===== src/rtl/args_counter_sched.sv =====
// Window scheduler for an N x W-bit event counter bank: ends counting windows
// periodically or on demand, pulses the bank clear, snapshots the counts and
// streams them out one word per beat on a valid/ready interface.
module args_counter_sched #(
  parameter int unsigned N  = 2,
  parameter int unsigned W  = 32,
  localparam int unsigned IW = (N > 1) ? $clog2(N) : 1
) (
  input  logic           clk,
  input  logic           rst_n,
  input  logic           en,
  input  logic [W-1:0]   win_len,
  input  logic           snap_req,
  input  logic [N*W-1:0] counters,
  output logic           cnt_clr,
  output logic           m_valid,
  input  logic           m_ready,
  output logic [W-1:0]   m_data,
  output logic [IW-1:0]  m_idx,
  output logic           m_last,
  output logic           busy,
  output logic [15:0]    ovf_cnt
);

  typedef enum logic [0:0] {StIdle, StSend} state_e;

  state_e         state_q, state_d;
  logic [W-1:0]   timer_q, timer_d;
  logic [W-1:0]   shadow_q [N];
  logic [W-1:0]   shadow_d [N];
  logic [IW-1:0]  idx_q, idx_d;
  logic           clr_q, clr_d;
  logic [15:0]    ovf_q, ovf_d;

  logic           tc;
  logic           win_event;
  logic           idx_end;
  logic           hs;

  // Window event: timer terminal count or software snapshot request
  always_comb begin
    tc        = en && (win_len != '0) && (timer_q == win_len - W'(1));
    win_event = tc || snap_req;
  end

  // Timer next state; any event (including snap_req) restarts the window
  always_comb begin
    timer_d = timer_q + W'(1);
    if (!en || (win_len == '0) || win_event) begin
      timer_d = '0;
    end
  end

  // Capture/stream FSM next state, clear pulse and overflow accounting
  always_comb begin
    state_d  = state_q;
    idx_d    = idx_q;
    ovf_d    = ovf_q;
    clr_d    = win_event;
    shadow_d = shadow_q;
    idx_end  = (idx_q == IW'(N - 1));
    hs       = (state_q == StSend) && m_ready;
    unique case (state_q)
      StIdle: begin
        if (win_event) begin
          for (int i = 0; i < int'(N); i++) begin
            shadow_d[i] = counters[i*W +: W];
          end
          state_d = StSend;
          idx_d   = '0;
        end
      end
      StSend: begin
        // An event during a stream, even on its final beat, is dropped
        if (win_event && (ovf_q != 16'hFFFF)) begin
          ovf_d = ovf_q + 16'd1;
        end
        if (hs) begin
          if (idx_end) begin
            state_d = StIdle;
            idx_d   = '0;
          end else begin
            idx_d = idx_q + IW'(1);
          end
        end
      end
      default: state_d = StIdle;
    endcase
  end

  // State registers, all cleared asynchronously
  always_ff @(posedge clk or negedge rst_n) begin
    if (!rst_n) begin
      state_q <= StIdle;
      timer_q <= '0;
      idx_q   <= '0;
      clr_q   <= 1'b0;
      ovf_q   <= '0;
      for (int i = 0; i < int'(N); i++) begin
        shadow_q[i] <= '0;
      end
    end else begin
      state_q  <= state_d;
      timer_q  <= timer_d;
      idx_q    <= idx_d;
      clr_q    <= clr_d;
      ovf_q    <= ovf_d;
      shadow_q <= shadow_d;
    end
  end

  // Outputs come straight from registers, so they are stable under backpressure
  always_comb begin
    busy    = (state_q == StSend);
    m_valid = busy;
    m_idx   = idx_q;
    m_data  = shadow_q[idx_q];
    m_last  = busy && (idx_q == IW'(N - 1));
    cnt_clr = clr_q;
    ovf_cnt = ovf_q;
  end

endmodule


===== config.mk =====
export PLATFORM = sky130hd
export DESIGN_NAME = args_counter_sched
export DESIGN_NICKNAME = d
export VERILOG_FILES = /design/src/rtl/args_counter_sched.sv
export SDC_FILE = /design/constraint.sdc
export NUM_CORES = 1
export LEC_CHECK = 0
export CAP_MARGIN = 20
export CORE_MARGIN = 2
export CORE_UTILIZATION = 50
export CTS_CLUSTER_SIZE = 40
export DETAILED_ROUTE_END_ITERATION = 6
export DONT_BUFFER_PORTS = 1
export GPL_ROUTABILITY_DRIVEN = 0
export PLACE_DENSITY = 0.75
export SLEW_MARGIN = 40
export SYNTH_ARGS = -nofsm -noshare
export SYNTH_HDL_FRONTEND = slang
export SYNTH_SLANG_ARGS = --single-unit

===== constraint.sdc =====
create_clock -name clk -period 3.45 [get_ports clk]
set_input_delay 0.1725 -clock clk [delete_from_list [all_inputs] [get_ports clk]]
set_output_delay 0.1725 -clock clk [all_outputs]
set_load 0.05 [all_outputs]

Word level (Yosys, flattened, before mapping)
Cells that the tools add are included.

Register bits after elaboration: 115. Bits in latches: 0. Bits in writable memories: 0. Bits in read-only memories: 0. Input bits: 101. Output and inout port bits: 53. Word-level logic and storage cells: 44. Memories kept: 0.

Add/sub/neg operators: 4. Multiply operators: 0. Divide/modulo/power cells: 0. $lt $le $gt $ge: 1. Eq/ne operators: 4. Shifts and indexed selects: 0. Mux-type cells: 12. Bitwise logic cells: 2. Reductions and logical operators: 14.

Operators by type and width (number): 32-bit 2-to-1 mux (4); 32-bit by 1-bit adder with 32-bit output (second input constant) (1); 32-bit equality test (1); 32-bit logical NOT (1); 32-bit nonzero test (1); 32-bit by 1-bit subtractor with 32-bit output (second input constant) (1); 16-bit by 1-bit adder with 16-bit output (second input constant) (1); 16-bit != test (second input constant) (1); 1-bit 2-to-1 mux (6); 2-bit AND reduction (3); 1-bit logical AND (5); 1-bit one-hot mux with 2 select lines (2); 1-bit logical OR (3); 2-bit >= comparator (second input constant) (1); 2-bit by 1-bit != test with 1-bit output (second input constant) (1); 2-bit != test (second input constant) (1); 1-bit NOT with 2-bit output (1); 1-bit adder (second input constant) (1); 1-bit logical NOT (1); 1-bit NOT (1).

Depth between registers and ports, before layout
Depth after elaboration: 6. Depth in mapped cells: 12. Depth with buffers taken out: 11.

Least setup slack after synthesis
No wires, ideal clock.

Path kind: in2reg. From: input port win_len[21]. To: register shadow_q[31] (netlist name). Library setup time: 125 ps. Arrival time: 2947 ps. Required time: 3325 ps. Slack: 379 ps. Stages: 11. Path through: or4_1 > clkbuf_1 > or3_1 > or4_1 > a22oi_1 > nand4_1 > nor4_4 > a31oi_4 > nor2_8 > buf_6 > mux2_2.

Longest elaborated chain between the ends: 5. Elaborated cells on any way between the ends: 7. Classes of those cells: 1 x add/sub; 1 x eq/ne; 5 x reduce/logical.

RTL lines: start, declared (RTL line 12) `input logic [W-1:0] win_len,`; 32-bit by 1-bit subtractor with 32-bit output or 32-bit nonzero test (tied branches) (RTL line 42) `tc = en && (win_len != '0) && (timer_q == win_len - W'(1));`; 32-bit equality test or 1-bit logical AND (tied branches) (RTL line 42); 1-bit logical AND * (RTL line 42); 1-bit logical OR * (RTL line 43) `win_event = tc || snap_req;`; 2-bit AND reduction (no source line) *; end signal, assigned (RTL line 108) `shadow_q <= shadow_d;`; end, declared (RTL line 29) `logic [W-1:0] shadow_q [N];`.

Every way passes the cells marked *; elsewhere a longest branch is shown, timed or not. A chain may end at the register's enable or synchronous reset.

Worst setup path in the final report
From: register timer_q[3]. To: register shadow_q[39] (netlist name).

Longest elaborated chain between the ends: 4.

RTL lines: start, declared (RTL line 28) `logic [W-1:0] timer_q, timer_d;`; start signal, assigned (RTL line 104) `timer_q <= timer_d;`; 32-bit equality test (RTL line 42); 1-bit logical AND (RTL line 42); 1-bit logical OR (RTL line 43); 2-bit AND reduction (no source line).

No other way between the ends.

==> flow_summary.toml <==
[synth]
ys_ff_latch = 115
synth_ff_type = "dfrtp_1"
netlist_instances = 579
syn_nets = 684
synth-edff-count = 0
synthArstFlopShare = 1.000
syn-cell-area_um2 = 6337
ys_warn_count = 0
synth_cell_types = 50
seq_area_frac_synth = 0.4541
syn_area_per_cell_um2 = 10.95

[cts]
root_buffer = "clkbuf_16"
insertion_delay_ps = 420
clkSinkCount = 115
post_cts_resized = 0
clkTransAtPathRegs_ps = 60
cts_made_buffers = 17
cts_tree = "yes"
cts_setup_buffers = 0
clockBufferDepth = 2
h-tree-depth = 4

[worst_setup_path]
cp_cell_sequence = "xor2_1 > xnor2_1 > nand4_1 > or4_1 > nor4_1 > a31oi_4 > nor2_8 > buf_12 > mux2_2"
critical_path.slowest_cell = "or4_1"
worstSetupStartpointType = "flip-flop"
cp-startpoint = "timer_q[3]"
cp_num_buf_inv = 1
required_ps = 3740
worstSetupPathType = "flip-flop to flip-flop"
crit_fanout = 45
crit_path_end_kind = "flip-flop"
cp.arrival_ps = 3300
max_stage_delay_ps = 500
crit_family = "simple AND/OR/NAND/NOR gates"
r2r_start = "timer_q[3]"

[hold_path]
min-delay-path-class = "input port to flip-flop"
min_from = "m_ready"

[power]
powerDensity_nw_per_um2 = 832.6
ir_drop_uv = 663.4
leakage_nw = 3.130
p_total_mw = 6.528

[route]
drtPass1Iterations = 4
drtAntennaViolNets = 0
drtIter0Drc = 381
wire_per_inst_um = 18.27
wl_um = 15330
via_count = 4786
via_per_inst = 5.704
drc = 0

[sta]
drv_slew = 0
fmax_ghz = 0.3328
setup_viol = 0
post-route-period-util = 0.8711
post-route-min-period_ps = 3005
tns_ps = 0
slew_headroom = 0.6012
fin_skew_ps = 9.560
worst_slack_ps = 444.8
rsz0062_at_grt = "false"
worst_pin_slew_ps = 598.2
finalHoldViolations = 0

[final_layout]
drive_gt1_frac = 0.2189
syn_to_final_growth_pct = 23.71
final_nets = 759
n_antenna_cell = 0
multi_input_area_um2 = 3276
fillers = 991
seq_area_um2 = 2882
fin_area_um2 = 7840

[placed_design]
dp_worst_setup_slack_ps = 256.1
postPlaceCellArea_um2 = 6534
io_buffers = 0
dp_hpwl_um = 10340

[job]
cap_violations = 0

[global_routing]
first_global_vias = 4962
grt_max_degree = 116
grt.total_usage = 0.2317
grt_overflow_total = 0
grt_pass1_wl_um = 24430
antenna_found_initial = 0

[status]
status = "complete, no violations"

[floorplanning]
core_um2 = 12520
die_x_um = 116.6
ios = 154
initial_core_util = 0.5063
rows = 41
die-area_um2 = 13590
die_h_um = 116.6
cells by family after synthesis:
family,after synthesis,synth area share
simple gates,204,0.1684
flops,115,0.4541
mux,99,0.1755
xor+xnor,88,0.1216
compound gates,36,0.04344
buf+inv,33,0.02902
fa+ha+maj,4,0.007898
power breakdown:
part | internal, mW | leakage, nW | switching [mW]
sequential | 1.79 | 1.44 | 0.507
clock | 1.17 | 0.295 | 0.667
combinational | 0.814 | 1.40 | 1.58
total | 3.77 | 3.13 | 2.76
metal layers:
metal | wire length, um | vias to the layer above | GRT usage
met5 | 0 | - | 0
met3 | 1194 | 33 | 0.08822
li1 | - | 2215 | -
met2 | 7681 | 204 | 0.3849
met1 | 6107 | 2334 | 0.2783
met4 | 344 | 0 | 0.07765
worst paths after layout:
check / to / depth (start not counted) / slack [ps]
setup / recovery: shadow_q[39] / 9 / 440
hold / removal: m_idx / 2 / 70
setup reg to reg: shadow_q[39] / 9 / 440
hold reg to reg: shadow_q[55] / 1 / 500
max in group asynchronous: m_idx / 2 / 2630
min in group asynchronous: timer_q[4] / 2 / 360
synthesized netlist by cell type, types with 4 or more instances:
master | n | area, um^2
dfrtp_1 | 115 | 2878
and3_1 | 7 | 43.79
ha_1 | 4 | 50.05
nor4_1 | 11 | 68.82
clkbuf_1 | 11 | 41.29
nand2_1 | 29 | 108.9
nand2b_1 | 5 | 31.28
nand3_1 | 25 | 125.1
nand4_1 | 17 | 106.4
mux2_2 | 94 | 1059
or4_1 | 7 | 52.55
xor2_1 | 44 | 385.4
buf_6 | 7 | 78.83
xnor2_1 | 44 | 385.4
nor3_1 | 21 | 105.1
nor2_1 | 61 | 229.0
inv_1 | 11 | 41.29
a21oi_1 | 7 | 35.03
worst reg2reg max path, stage by stage, from the launching register on:
cell	delay, ps
dfrtp_1	440
xor2_1	190
xnor2_1	190
nand4_1	100
or4_1	500
nor4_1	460
a31oi_4	200
nor2_8	160
buf_12	250
mux2_2	410
flip-flops by register name, summed over array words and instances, names as in the netlist:
name and flops:
ovf_cnt 16, shadow_q 64, cnt_clr 1, busy 1, m_idx 1, timer_q 32
layout make-up:
| cell class | count | share of cell area |
|---|---|---|
| tap | 172 | 0.02745 |
| sequential | 115 | 0.3675 |
| inverter | 11 | 0.005267 |
| multi-input combinational | 431 | 0.4178 |
| timing repair buffer | 78 | 0.1031 |
| clock inverter | 13 | 0.02234 |
| clock buffer | 19 | 0.05650 |
through the flow:
step,hold WS (ps),util,instances
floorplan,-123.1,-,579
global placement,-120.2,0.5218,740
detailed placement,-119.6,0.5220,740
CTS,55.06,0.6263,839
global route,64.05,0.6263,839
finish,66.97,0.6263,839
what timing repair did:
| item | CTS | global route |
|---|---|---|
| hold buffers | 67 | 0 |
| endpoints found under the setup margin | 0 | 0 |
| hold endpoints to repair | 180 | 0 |
layout by cell type (no fill, tap or decap), types with 11 or more instances in the layout:
| master | synthesis | final |
|---|---|---|
| dlygate4sd3_1 | 0 | 66 |
| nor3_1 | 21 | 21 |
| nand2_1 | 29 | 29 |
| nand3_1 | 25 | 25 |
| xnor2_1 | 44 | 44 |
| mux2_2 | 94 | 94 |
| nor4_1 | 11 | 11 |
| nor2_1 | 61 | 61 |
| xor2_1 | 44 | 44 |
| clkbuf_16 | 0 | 17 |
| dfrtp_1 | 115 | 114 |
| inv_1 | 11 | 11 |
| nand4_1 | 17 | 17 |
Power figures use the tool's default switching activity.
